`config.mk`:
```
export PLATFORM = sky130hd
export DESIGN_NAME = alu_op_decoder_flat
export DESIGN_NICKNAME = d
export VERILOG_FILES = /design/src/rtl/alu_op_decoder_if.sv /design/src/rtl/alu_op_decoder.sv /design/src/flat_wrapper.sv
export SDC_FILE = /design/constraint.sdc
export NUM_CORES = 1
export LEC_CHECK = 0
export CORE_ASPECT_RATIO = 1.25
export CORE_MARGIN = 1.5
export CORE_UTILIZATION = 47
export DETAILED_ROUTE_END_ITERATION = 16
export HOLD_SLACK_MARGIN = 0.1
export PLACE_DENSITY = 0.8
export SKIP_LAST_GASP = 1
export SLEW_MARGIN = 40
export SYNTH_ARGS = -nofsm -noshare
export SYNTH_HDL_FRONTEND = slang
export SYNTH_SLANG_ARGS = --single-unit
export TNS_END_PERCENT = 50
```
`constraint.sdc`:
```
create_clock -name clk -period 1.75 [get_ports clk]
set_input_delay 0.35 -clock clk [delete_from_list [all_inputs] [get_ports clk]]
set_output_delay 0.35 -clock clk [all_outputs]
set_load 0.01 [all_outputs]
```
`src/rtl/alu_op_decoder_if.sv`:
```
// alu_op_decoder_if: fetch-side handshake and decoded ALU bundle for the decode stage
interface alu_op_decoder_if #(parameter int bit_size = 32);
  logic                in_valid;
  logic                in_ready;
  logic [31:0]         instr;
  logic                flush;
  logic                out_valid;
  logic                out_ready;
  logic [3:0]          ALUOp;
  logic [4:0]          shamt;
  logic                src2_imm;
  logic [bit_size-1:0] imm_ext;
  logic                src1_zero;
  logic                reg_write;
  logic [4:0]          wr_dst;
  logic                mem_read;
  logic                mem_write;
  logic                branch;
  logic                jump;
  logic                jump_reg;
  logic                illegal;
  modport slave (
    input  in_valid, instr, flush, out_ready,
    output in_ready, out_valid, ALUOp, shamt, src2_imm, imm_ext, src1_zero,
           reg_write, wr_dst, mem_read, mem_write, branch, jump, jump_reg, illegal
  );
  modport master (
    output in_valid, instr, flush, out_ready,
    input  in_ready, out_valid, ALUOp, shamt, src2_imm, imm_ext, src1_zero,
           reg_write, wr_dst, mem_read, mem_write, branch, jump, jump_reg, illegal
  );
endinterface

```
`src/rtl/alu_op_decoder.sv`:
```
// alu_op_decoder: registered MIPS decode stage with a one-entry valid/ready output buffer
module alu_op_decoder #(parameter int bit_size = 32) (
  input logic clk,
  input logic rst,
  alu_op_decoder_if.slave bus
);
  typedef struct packed {
    logic [3:0]          alu_op;
    logic [4:0]          shamt;
    logic                src2_imm;
    logic [bit_size-1:0] imm_ext;
    logic                src1_zero;
    logic                reg_write;
    logic [4:0]          wr_dst;
    logic                mem_read;
    logic                mem_write;
    logic                branch;
    logic                jump;
    logic                jump_reg;
  } bundle_t;
  bundle_t             dec, bundle_d, bundle_q;
  logic                ill, accept, valid_d, valid_q, illegal_d, illegal_q;
  logic [5:0]          op, fn;
  logic [4:0]          rt, rd;
  logic [15:0]         imm;
  logic [bit_size-1:0] sx, zx;
  assign op  = bus.instr[31:26];
  assign fn  = bus.instr[5:0];
  assign rt  = bus.instr[20:16];
  assign rd  = bus.instr[15:11];
  assign imm = bus.instr[15:0];
  assign sx  = {{(bit_size-16){imm[15]}}, imm};
  assign zx  = {{(bit_size-16){1'b0}}, imm};
  always_comb begin
    dec = '0;
    ill = 1'b0;
    case (op)
      6'h00: begin
        dec.reg_write = 1'b1;
        dec.wr_dst    = rd;
        case (fn)
          6'h20, 6'h21: dec.alu_op = 4'd1;
          6'h22, 6'h23: dec.alu_op = 4'd2;
          6'h24:        dec.alu_op = 4'd3;
          6'h25:        dec.alu_op = 4'd4;
          6'h26:        dec.alu_op = 4'd5;
          6'h27:        dec.alu_op = 4'd6;
          6'h2a:        dec.alu_op = 4'd7;
          6'h00, 6'h02: begin
            dec.alu_op = fn[1] ? 4'd9 : 4'd8;
            dec.shamt  = bus.instr[10:6];
          end
          6'h08: begin
            dec.reg_write = 1'b0;
            dec.wr_dst    = 5'd0;
            dec.jump_reg  = 1'b1;
          end
          default: ill = 1'b1;
        endcase
      end
      6'h08, 6'h09, 6'h0a, 6'h0c, 6'h0d, 6'h0e, 6'h0f, 6'h23: begin
        dec.src2_imm  = 1'b1;
        dec.reg_write = 1'b1;
        dec.wr_dst    = rt;
        dec.alu_op    = op == 6'h0a ? 4'd7 : op == 6'h0c ? 4'd3 : op == 6'h0d ? 4'd4 :
                        op == 6'h0e ? 4'd5 : 4'd1;
        dec.imm_ext   = op == 6'h0f ? zx << 16 : op inside {6'h0c, 6'h0d, 6'h0e} ? zx : sx;
        dec.src1_zero = op == 6'h0f;
        dec.mem_read  = op == 6'h23;
      end
      6'h2b: begin
        dec.alu_op    = 4'd1;
        dec.src2_imm  = 1'b1;
        dec.imm_ext   = sx;
        dec.mem_write = 1'b1;
      end
      6'h04, 6'h05: begin
        dec.alu_op  = op[0] ? 4'd11 : 4'd10;
        dec.branch  = 1'b1;
        dec.imm_ext = sx;
      end
      6'h02, 6'h03: begin
        dec.jump      = 1'b1;
        dec.reg_write = op[0];
        dec.wr_dst    = op[0] ? 5'd31 : 5'd0;
      end
      default: ill = 1'b1;
    endcase
    if (ill) dec = '0;
    dec.reg_write = dec.reg_write && |dec.wr_dst;
  end
  // flush wins over both a pending accept and a held bundle
  always_comb begin
    bus.in_ready = !valid_q || bus.out_ready;
    accept       = bus.in_valid && bus.in_ready && !bus.flush;
    valid_d      = !bus.flush && (accept || (valid_q && !bus.out_ready));
    bundle_d     = accept ? dec : bundle_q;
    illegal_d    = illegal_q || (accept && ill);
  end
  always_ff @(posedge clk or negedge rst) begin
    if (!rst) begin
      valid_q   <= 1'b0;
      illegal_q <= 1'b0;
      bundle_q  <= '0;
    end else begin
      valid_q   <= valid_d;
      illegal_q <= illegal_d;
      bundle_q  <= bundle_d;
    end
  end
  assign bus.out_valid = valid_q;
  assign bus.illegal   = illegal_q;
  assign bus.ALUOp     = bundle_q.alu_op;
  assign bus.shamt     = bundle_q.shamt;
  assign bus.src2_imm  = bundle_q.src2_imm;
  assign bus.imm_ext   = bundle_q.imm_ext;
  assign bus.src1_zero = bundle_q.src1_zero;
  assign bus.reg_write = bundle_q.reg_write;
  assign bus.wr_dst    = bundle_q.wr_dst;
  assign bus.mem_read  = bundle_q.mem_read;
  assign bus.mem_write = bundle_q.mem_write;
  assign bus.branch    = bundle_q.branch;
  assign bus.jump      = bundle_q.jump;
  assign bus.jump_reg  = bundle_q.jump_reg;
endmodule

```
`src/flat_wrapper.sv`:
```
// flat-port wrapper written by rule: the top's interface ports become plain ports
module alu_op_decoder_flat 
#(parameter int bit_size = 32)
  (clk, rst, bus_in_valid, bus_instr, bus_flush, bus_out_ready, bus_in_ready, bus_out_valid, bus_ALUOp, bus_shamt, bus_src2_imm, bus_imm_ext, bus_src1_zero, bus_reg_write, bus_wr_dst, bus_mem_read, bus_mem_write, bus_branch, bus_jump, bus_jump_reg, bus_illegal);
  alu_op_decoder_if #(.bit_size(bit_size)) bus_i ();
  input logic clk;
  input logic rst;
  input wire logic [$bits(bus_i.in_valid)-1:0] bus_in_valid;
  input wire logic [$bits(bus_i.instr)-1:0] bus_instr;
  input wire logic [$bits(bus_i.flush)-1:0] bus_flush;
  input wire logic [$bits(bus_i.out_ready)-1:0] bus_out_ready;
  output wire logic [$bits(bus_i.in_ready)-1:0] bus_in_ready;
  output wire logic [$bits(bus_i.out_valid)-1:0] bus_out_valid;
  output wire logic [$bits(bus_i.ALUOp)-1:0] bus_ALUOp;
  output wire logic [$bits(bus_i.shamt)-1:0] bus_shamt;
  output wire logic [$bits(bus_i.src2_imm)-1:0] bus_src2_imm;
  output wire logic [$bits(bus_i.imm_ext)-1:0] bus_imm_ext;
  output wire logic [$bits(bus_i.src1_zero)-1:0] bus_src1_zero;
  output wire logic [$bits(bus_i.reg_write)-1:0] bus_reg_write;
  output wire logic [$bits(bus_i.wr_dst)-1:0] bus_wr_dst;
  output wire logic [$bits(bus_i.mem_read)-1:0] bus_mem_read;
  output wire logic [$bits(bus_i.mem_write)-1:0] bus_mem_write;
  output wire logic [$bits(bus_i.branch)-1:0] bus_branch;
  output wire logic [$bits(bus_i.jump)-1:0] bus_jump;
  output wire logic [$bits(bus_i.jump_reg)-1:0] bus_jump_reg;
  output wire logic [$bits(bus_i.illegal)-1:0] bus_illegal;
  assign bus_i.in_valid = bus_in_valid;
  assign bus_i.instr = bus_instr;
  assign bus_i.flush = bus_flush;
  assign bus_i.out_ready = bus_out_ready;
  assign bus_in_ready = bus_i.in_ready;
  assign bus_out_valid = bus_i.out_valid;
  assign bus_ALUOp = bus_i.ALUOp;
  assign bus_shamt = bus_i.shamt;
  assign bus_src2_imm = bus_i.src2_imm;
  assign bus_imm_ext = bus_i.imm_ext;
  assign bus_src1_zero = bus_i.src1_zero;
  assign bus_reg_write = bus_i.reg_write;
  assign bus_wr_dst = bus_i.wr_dst;
  assign bus_mem_read = bus_i.mem_read;
  assign bus_mem_write = bus_i.mem_write;
  assign bus_branch = bus_i.branch;
  assign bus_jump = bus_i.jump;
  assign bus_jump_reg = bus_i.jump_reg;
  assign bus_illegal = bus_i.illegal;
  alu_op_decoder #(.bit_size(bit_size)) u_core (.clk(clk), .rst(rst), .bus(bus_i));
endmodule
```
==> impl_metrics.yaml, run 1 <==
outcome:
  status: "finished, violations left"
  failed_checks: "negative setup slack"
critical_path:
  cp.arrival_ps: 2030
  reg2regPathDepth: 6
  r2r_slack_ps: 120
  end_kind: "flip-flop"
  crit_path_max_fanout: 4
  reg2reg_from: "u_core.bus.out_valid"
  startpoint_type: "input port"
  cp.required_ps: 1980
  worst_path_largest_cell_delay_ps: 540
  worstReg2RegEnd: "u_core.bus.reg_write"
  crit_type: "input port to flip-flop"
  critical-path-top-delay-family: "compound AO/OA/AOI/OAI gates"
  critical_path.cell_chain: "buf_8 -> or4b_4 -> o211ai_4 -> o2111ai_4 -> buf_6 -> o31a_1 -> a41oi_2"
  cp_slowest_cell: "or4b_4"
  crit_buf_inv: 2
floorplanning:
  dieHeight_um: 94.1
  core_um2: 6480
  io_pins: 94
  die_width_um: 75.9
  initial_core_util: 0.481
  core.rowCount: 33
  die_area_um2: 7140
place:
  detailed_place_hpwl_mm: 7.17
  port_buffers: 88
  finalWeightedCongestion: 0.953
  placed_cell_area_um2: 4490
  dpl_worst_slack_ps: -710
detailed_routing:
  drc: 0
  ant_nets: 0
  drtPass1Iterations: 4
  drt_iter0_drc: 337
  vias: 3277
  wl_per_cell_um: 17.7
  drt-total-wl_mm: 10.1
  drt-vias-per-instance: 5.76
finish:
  fin_nets: 518
  fin_util: 0.738
  antennaDiodeCount: 0
  layout-drive-gt1-share: 0.290
  largest_reg_flops: 32
  area_growth_syn_to_layout_pct: 53.5
  fin_area_um2: 4790
timing:
  max_slew_margin: 0.740
  timing.final.hold_violations: 0
  skew_ps: 7.83
  worstMarginPinSlew_ps: 390
  rsz0062_at_grt: "yes"
  worst_slack_ps: -48.2
  finalSetupViolations: 22
  fin_crit_ps: 1800
  slew_viol_final: 0
  fmax_ghz: 0.556
  post-route-period-util: 1.03
  setup_tns_ps: -459
yosys:
  synthFlopType: "dfrtp_1"
  synthArstFlopShare: 1.00
  synth_warnings: 0
  syn_nets: 376
  synth_seq_area_share: 0.449
  avgSynthCellArea_um2: 9.20
  synth_common_cells: "56 x dfrtp_1, 50 x nand2_1, 27 x nor2_1, 20 x a21oi_1, 20 x nand3_1"
  synth.cell_area_um2: 3120
  synth_edf_count: 0
  yosys_register_bits: 56
  netlist_instances: 339
  synthTopCellsByArea: "dfrtp_1 45%, nand2_1 6.0%, a22o_1 4.5%"
  synth_most_common_cell: "dfrtp_1"
  synth.largest_area_cell: "dfrtp_1"
  synthDistinctLibCells: 57
  synth.top_cell.area_share: 0.449
cts:
  clock_sinks: 56
  root_buffer: "clkbuf_8"
  ctsLongestPathBuffers: 2
  cts_inserted_buffers: 5
  insertion_delay_ps: 310
  path_clk_slew_ps: 90
  cts_tree: "built"
  h-tree-depth: 2
global_route:
  grt_max_degree: 57
  grtUsageTotal: 0.292
  antenna_found_initial: 0
  gr-total-overflow: 0
  grt_pass1_wl_mm: 15.8
  grt_pass1_vias: 3337
hold_path:
  whs_path_depth: 3
  min_to: "u_core.bus.imm_ext[0]"
  hold_path.startpoint: "bus_instr[0]"
  hold_class: "input port to flip-flop"
pwr:
  p_per_area_nw_per_um2: 557
  power.leakage_nw: 2.05
  irDropWorstVdd_mv: 0.360
  power_mw: 2.66
job:
  maxCapViolCount: 0
how the worst max path moves through the flow:
stage,startpoint,end,slack [ps],depth (start not counted)
finish,bus_instr[0],u_core.bus.reg_write,-50,7
global route,bus_instr[0],u_core.bus.reg_write,-110,7
CTS,bus_instr[3],u_core.bus.imm_ext[6],-40,7
detailed placement,bus_instr[0],u_core.bus.ALUOp[2],-710,6
global placement,bus_instr[0],u_core.bus.imm_ext[26],-640,6
floorplan,bus_instr[0],u_core.bus.imm_ext[21],-220,7
final cells by class:
| class | count | area (µm²) |
|---|---|---|
| clock buffer | 7 | 86.3 |
| clock inverter | 1 | 7.51 |
| fill | 454 | 1700 |
| inverter | 4 | 15.0 |
| multi-input combinational | 252 | 1670 |
| sequential | 56 | 1400 |
| tap | 87 | 109 |
| timing repair buffer | 162 | 1500 |
where the power goes:
| part | internal [mW] | switching [mW] |
|---|---|---|
| sequential | 1.32 | 0.0151 |
| combinational | 0.289 | 0.302 |
| clock | 0.323 | 0.417 |
tightest hold or removal path: cells and delay by family:
| family | cells | cell delay [ps] |
|---|---|---|
| buf+inv | 2 | 180 |
| compound gates | 1 | 110 |
metrics by stage:
step	cells	hold WS, ps
after floorplan	339	54.4
after global placement	551	364
after detailed placement	551	370
after CTS	564	406
after global routing	569	370
final	569	356
cell families after synthesis:
logic type,Yosys count,share of synthesized area
AO/OA/AOI/OAI,108,0.254
AND/OR/NAND/NOR,139,0.224
flip-flops,56,0.449
XOR/XNOR,1,0.00281
buffers and inverters,34,0.0666
multiplexers,1,0.00361
cells in the final DEF (no fill, tap or decap), types with 14 or more instances in the layout:
cell type	instances
a21oi_1	19
a22o_1	16
buf_4	61
clkdlybuf4s50_1	74
dfrtp_1	56
nand2_1	50
nand3_1	20
nor2_1	25
o21ai_0	14
o21ai_2	19
routing by layer:
metal	vias to the layer above	routed length, µm	global-route usage
li1	1498	-	-
met1	1596	3830	0.347
met2	147	5280	0.520
met3	36	573	0.0386
met4	0	375	0.109
met5	-	0	0
what timing repair did:
| item | CTS | global route |
|---|---|---|
| hold endpoints to repair | 56 | 0 |
| hold buffers | 1 | 0 |
| setup endpoints to repair | 41 | 39 |
| gates resized for setup | 50 | 27 |
| pin swaps | 15 | 12 |
| buffers inserted | 1 | 3 |
| cloned | 3 | 2 |
Power figures use the tool's default switching activity.
==> run 2, diff against run 1 <==
--- a/config.mk
+++ b/config.mk
@@ -6,10 +6,9 @@
 export NUM_CORES = 1
 export LEC_CHECK = 0
 export CORE_ASPECT_RATIO = 1.25
-export CORE_MARGIN = 1.5
 export CORE_UTILIZATION = 47
 export DETAILED_ROUTE_END_ITERATION = 16
-export HOLD_SLACK_MARGIN = 0.1
+export HOLD_SLACK_MARGIN = 0.06
 export PLACE_DENSITY = 0.8
 export SKIP_LAST_GASP = 1
 export SLEW_MARGIN = 40
==> impl_metrics.yaml, run 2 (synthesis results as in run 1) <==
cts:
  clock_sinks: 56
  path_clk_slew_ps: 100
  cts_inserted_buffers: 5
  ctsLongestPathBuffers: 2
  cts_tree: "built"
  root_buffer: "clkbuf_8"
  h-tree-depth: 2
  insertion_delay_ps: 320
floorplanning:
  io_pins: 94
  core_um2: 6290
  core.rowCount: 32
  die_width_um: 74.9
  dieHeight_um: 93.1
  die_area_um2: 6970
  initial_core_util: 0.496
finish:
  final_common_cell: "clkdlybuf4s50_1"
  fin_area_um2: 4820
  final_cell_mix: "74 x clkdlybuf4s50_1, 70 x buf_4, 56 x dfrtp_1, 50 x nand2_1, 25 x nor2_1"
  largest_reg_flops: 32
  layout-drive-gt1-share: 0.290
  fin_cells: 575
  fin_nets: 526
  antennaDiodeCount: 0
  area_growth_syn_to_layout_pct: 54.5
detailed_routing:
  drt_iter0_drc: 270
  vias: 3301
  ant_nets: 0
  drc: 0
  drt-vias-per-instance: 5.74
  drt-total-wl_mm: 9.78
  wl_per_cell_um: 17.0
  drtPass1Iterations: 5
critical_path:
  crit_path_max_fanout: 5
  crit_type: "input port to flip-flop"
  startpoint_type: "input port"
  cp.arrival_ps: 2030
  r2r_slack_ps: 170
  end_kind: "flip-flop"
  cp.required_ps: 2010
place:
  dp_cells: 559
  detailed_place_hpwl_mm: 7.09
  placed_cell_area_um2: 4550
  finalWeightedCongestion: 0.956
  port_buffers: 88
outcome:
  failed_checks: "negative setup slack"
  status: "finished, violations left"
timing:
  worstMarginPinSlew_ps: 457
  timing.final.hold_violations: 0
  post-route-period-util: 1.01
  rsz0062_at_grt: "yes"
  skew_ps: 8.25
  worst_slack_ps: -17.8
  fin_crit_ps: 1770
  finalSetupViolations: 5
  max_slew_margin: 0.696
  slew_viol_final: 0
  fmax_ghz: 0.566
  fin_hold_ws_ps: 320
pwr:
  power_mw: 2.68
  power.leakage_nw: 2.08
  irDropWorstVdd_mv: 0.424
  p_per_area_nw_per_um2: 557
global_route:
  antenna_found_initial: 0
  grt_pass1_wl_mm: 15.5
  grt_max_degree: 33
  grtUsageTotal: 0.295
  grt_pass1_vias: 3174
  gr-total-overflow: 0
hold_path:
  hold_class: "input port to flip-flop"
job:
  maxCapViolCount: 0
==> run 2: power by group <==
group          total [mW]  switching (mW)  leakage [nW]  internal (mW)
clock               0.756           0.461        0.0463          0.295
sequential           1.33          0.0147         0.772           1.32
combinational       0.593           0.297          1.26          0.296
==> run 2: worst max-delay path, stage by stage <==
cell and delay, ps:
buf_6 100, or4b_4 540, o211ai_4 190, o2111ai_4 130, buf_6 160, nor3_4 260
buf_6 170, a22o_1 130
==> run 2: per-layer routing <==
layer  part of all wire  routed length (µm)  global-route usage
met5                  0                   0                   0
met3              0.051                 495              0.0237
met4              0.038                 371               0.129
met1               0.40                3880               0.363
met2               0.51                5030               0.516
==> run 2: what timing repair did <==
item	CTS	global route
endpoints found under the setup margin	41	39
gates cloned	4	0
hold endpoints to repair	17	0
hold buffers	1	0
buffers inserted	3	0
gates resized for setup	48	24
pin swaps	9	13
==> run 2: worst paths after layout <==
check                                        from                      to  cells past startpoint
max in group asynchronous                     rst    u_core.bus.mem_write                      3
min reg2reg                u_core.bus.imm_ext[18]  u_core.bus.imm_ext[18]                      2
min in group asynchronous                     rst   u_core.bus.imm_ext[7]                      2
min                                  bus_instr[5]   u_core.bus.imm_ext[5]                      2
max                                  bus_instr[4]  u_core.bus.imm_ext[11]                      8
max reg2reg                  u_core.bus.out_valid  u_core.bus.imm_ext[27]                      7
==> run 2: cell type report <==
cell class,instances,area [µm²]
fill,436,1470
timing repair buffer,173,1590
sequential,56,1400
multi-input combinational,249,1610
inverter,4,15.0
clock buffer,5,68.8
tap,85,106
clock inverter,3,27.5
==> run 2: through the flow <==
step	setup TNS, ps	worst slack (ps)	utilization
finish	-65.6	-17.8	0.767
floorplan	-6520	-216	-
global placement	-26640	-655	0.723
global route	-736	-92.1	0.767
detailed placement	-28510	-690	0.723
CTS	-363	-52.4	0.760
==> run 3, diff against run 2 <==
--- a/config.mk
+++ b/config.mk
@@ -5,13 +5,13 @@
 export SDC_FILE = /design/constraint.sdc
 export NUM_CORES = 1
 export LEC_CHECK = 0
-export CORE_ASPECT_RATIO = 1.25
+export CORE_ASPECT_RATIO = 1.5
 export CORE_UTILIZATION = 47
 export DETAILED_ROUTE_END_ITERATION = 16
 export HOLD_SLACK_MARGIN = 0.06
 export PLACE_DENSITY = 0.8
 export SKIP_LAST_GASP = 1
-export SLEW_MARGIN = 40
+export SLEW_MARGIN = 20
 export SYNTH_ARGS = -nofsm -noshare
 export SYNTH_HDL_FRONTEND = slang
 export SYNTH_SLANG_ARGS = --single-unit
==> constraint.sdc (replaced) <==
create_clock -name clk -period 1.9 [get_ports clk]
set_input_delay 0.38 -clock clk [delete_from_list [all_inputs] [get_ports clk]]
set_output_delay 0.38 -clock clk [all_outputs]
set_load 0.01 [all_outputs]
==> impl_metrics.yaml, run 3 (synthesis results as in run 1) <==
outcome:
  status: "complete, no violations"
timing:
  setup_tns_ps: 0
  finalSetupViolations: 0
  post-route-period-util: 0.973
  skew_ps: 1.90
  slew_viol_final: 0
  rsz0062_at_grt: "no"
  worstMarginPinSlew_ps: 352
  fin_hold_ws_ps: 337
  fin_crit_ps: 1850
  timing.final.hold_violations: 0
  fmax_ghz: 0.541
  max_slew_margin: 0.764
job:
  maxCapViolCount: 0
finish:
  antennaDiodeCount: 0
  final_cell_mix: "74 x clkdlybuf4s50_1, 69 x buf_4, 56 x dfrtp_1, 50 x nand2_1, 26 x nor2_1"
  final_common_cell: "clkdlybuf4s50_1"
  largest_reg_flops: 32
  fill_cells: 484
  fin_nets: 518
  layout-drive-gt1-share: 0.267
  area_growth_syn_to_layout_pct: 51.5
floorplanning:
  die_width_um: 68.5
  core_um2: 6440
  die_area_um2: 6970
  dieHeight_um: 102
  core.rowCount: 36
  io_pins: 94
  initial_core_util: 0.484
cts:
  ctsLongestPathBuffers: 2
  cts_inserted_buffers: 5
  h-tree-depth: 2
  clock_sinks: 56
  root_buffer: "clkbuf_8"
  cts_tree: "built"
  path_clk_slew_ps: 90
  postCtsSetupBuffers: 0
  insertion_delay_ps: 310
critical_path:
  worstReg2RegEnd: "u_core.bus.wr_dst[3]"
  cp.required_ps: 2150
  critical_path.cell_chain: "clkdlybuf4s15_2 -> or4_4 -> a21oi_4 -> o2111ai_4 -> or2_4 -> buf_12 -> o21ai_1"
  reg2regPathDepth: 7
  end_kind: "flip-flop"
  startpoint_type: "input port"
  r2r_slack_ps: 290
  reg2reg_from: "u_core.bus.out_valid"
  cp_slowest_cell: "or4_4"
  crit_type: "input port to flip-flop"
  cp.arrival_ps: 2090
  crit_buf_inv: 2
  crit_path_max_fanout: 8
  critical-path-top-delay-family: "simple AND/OR/NAND/NOR gates"
  worst_path_largest_cell_delay_ps: 530
pwr:
  power.leakage_nw: 2.06
  irDropWorstVdd_mv: 0.354
  p_per_area_nw_per_um2: 529
global_route:
  grt_pass1_wl_mm: 14.2
  grt_max_degree: 57
  grtUsageTotal: 0.276
  grt_pass1_vias: 2990
  antenna_found_initial: 0
  gr-total-overflow: 0
hold_path:
  hold_class: "input port to flip-flop"
  min_to: "u_core.bus.imm_ext[2]"
  whs_path_depth: 2
  hold_path.startpoint: "bus_instr[2]"
place:
  detailed_place_hpwl_mm: 6.83
  port_buffers: 88
  finalWeightedCongestion: 0.968
detailed_routing:
  vias: 3162
  drt-total-wl_mm: 9.03
  wl_per_cell_um: 16.2
  drtPass1Iterations: 4
  drt_iter0_drc: 184
  drt-vias-per-instance: 5.69
  drc: 0
  ant_nets: 0
[run 3: worst max-delay path by stage]
stage                        from                      to  slack [ps]  depth (start not counted)
global route        bus_instr[29]  u_core.bus.imm_ext[26]           3                          8
detailed placement   bus_instr[1]     u_core.bus.ALUOp[2]        -620                          7
global placement     bus_instr[1]     u_core.bus.ALUOp[0]        -560                          7
CTS                 bus_instr[30]    u_core.bus.wr_dst[3]          -1                          7
floorplan            bus_instr[0]  u_core.bus.imm_ext[21]        -100                          7
finish               bus_instr[1]  u_core.bus.imm_ext[29]          50                          7
[run 3: routing by layer]
metal  up-vias  track usage  part of all wire
met5         -            0                 0
met4         0        0.141             0.044
met2       132        0.473              0.53
met1      1506        0.329              0.38
met3        31       0.0338             0.051
li1       1493            -                 -
[run 3: cell type report]
cell class	instances	area (µm²)	share of cell area
clock buffer	5	68.8	0.0146
clock inverter	1	30.0	0.00635
inverter	4	15.0	0.00318
multi-input combinational	249	1600	0.339
sequential	56	1400	0.296
tap	76	95.1	0.0201
timing repair buffer	165	1510	0.320
[run 3: worst register-to-register path: cells and delay by family, from the launching register on]
| kind | cells | cell delay, ps |
|---|---|---|
| and+or+nand+nor | 3 | 480 |
| AOI/OAI and AO/OA | 2 | 450 |
| DFF | 1 | 380 |
| buffers and inverters | 2 | 250 |
[run 3: power breakdown]
group / internal (mW) / switching [mW]
combinational: 0.261 / 0.264
clock: 0.379 / 0.371
sequential: 1.21 / 0.0132
total: 1.85 / 0.648
[run 3: timing repair]
action	in CTS	in global routing
endpoints found under the setup margin	40	35
pin swaps	11	8
cloned	1	0
hold buffers	1	0
resized for setup	38	8
hold endpoints to repair	15	0
[run 3: metrics by stage]
| step | util | power [mW] | setup slack (ps) | cell area (µm²) | std cells |
|---|---|---|---|---|---|
| 6_report | 0.734 | 2.50 | 51.6 | 4730 | 556 |
| 4_1_cts | 0.731 | 2.51 | -1.13 | 4710 | 556 |
| 3_3_place_gp | 0.704 | 1.75 | -557 | 4530 | 548 |
| 2_1_floorplan | - | 1.47 | -96.1 | 3130 | 339 |
| 5_1_grt | 0.734 | 2.59 | 2.85 | 4730 | 556 |
| 3_5_place_dp | 0.704 | 1.76 | -616 | 4530 | 548 |
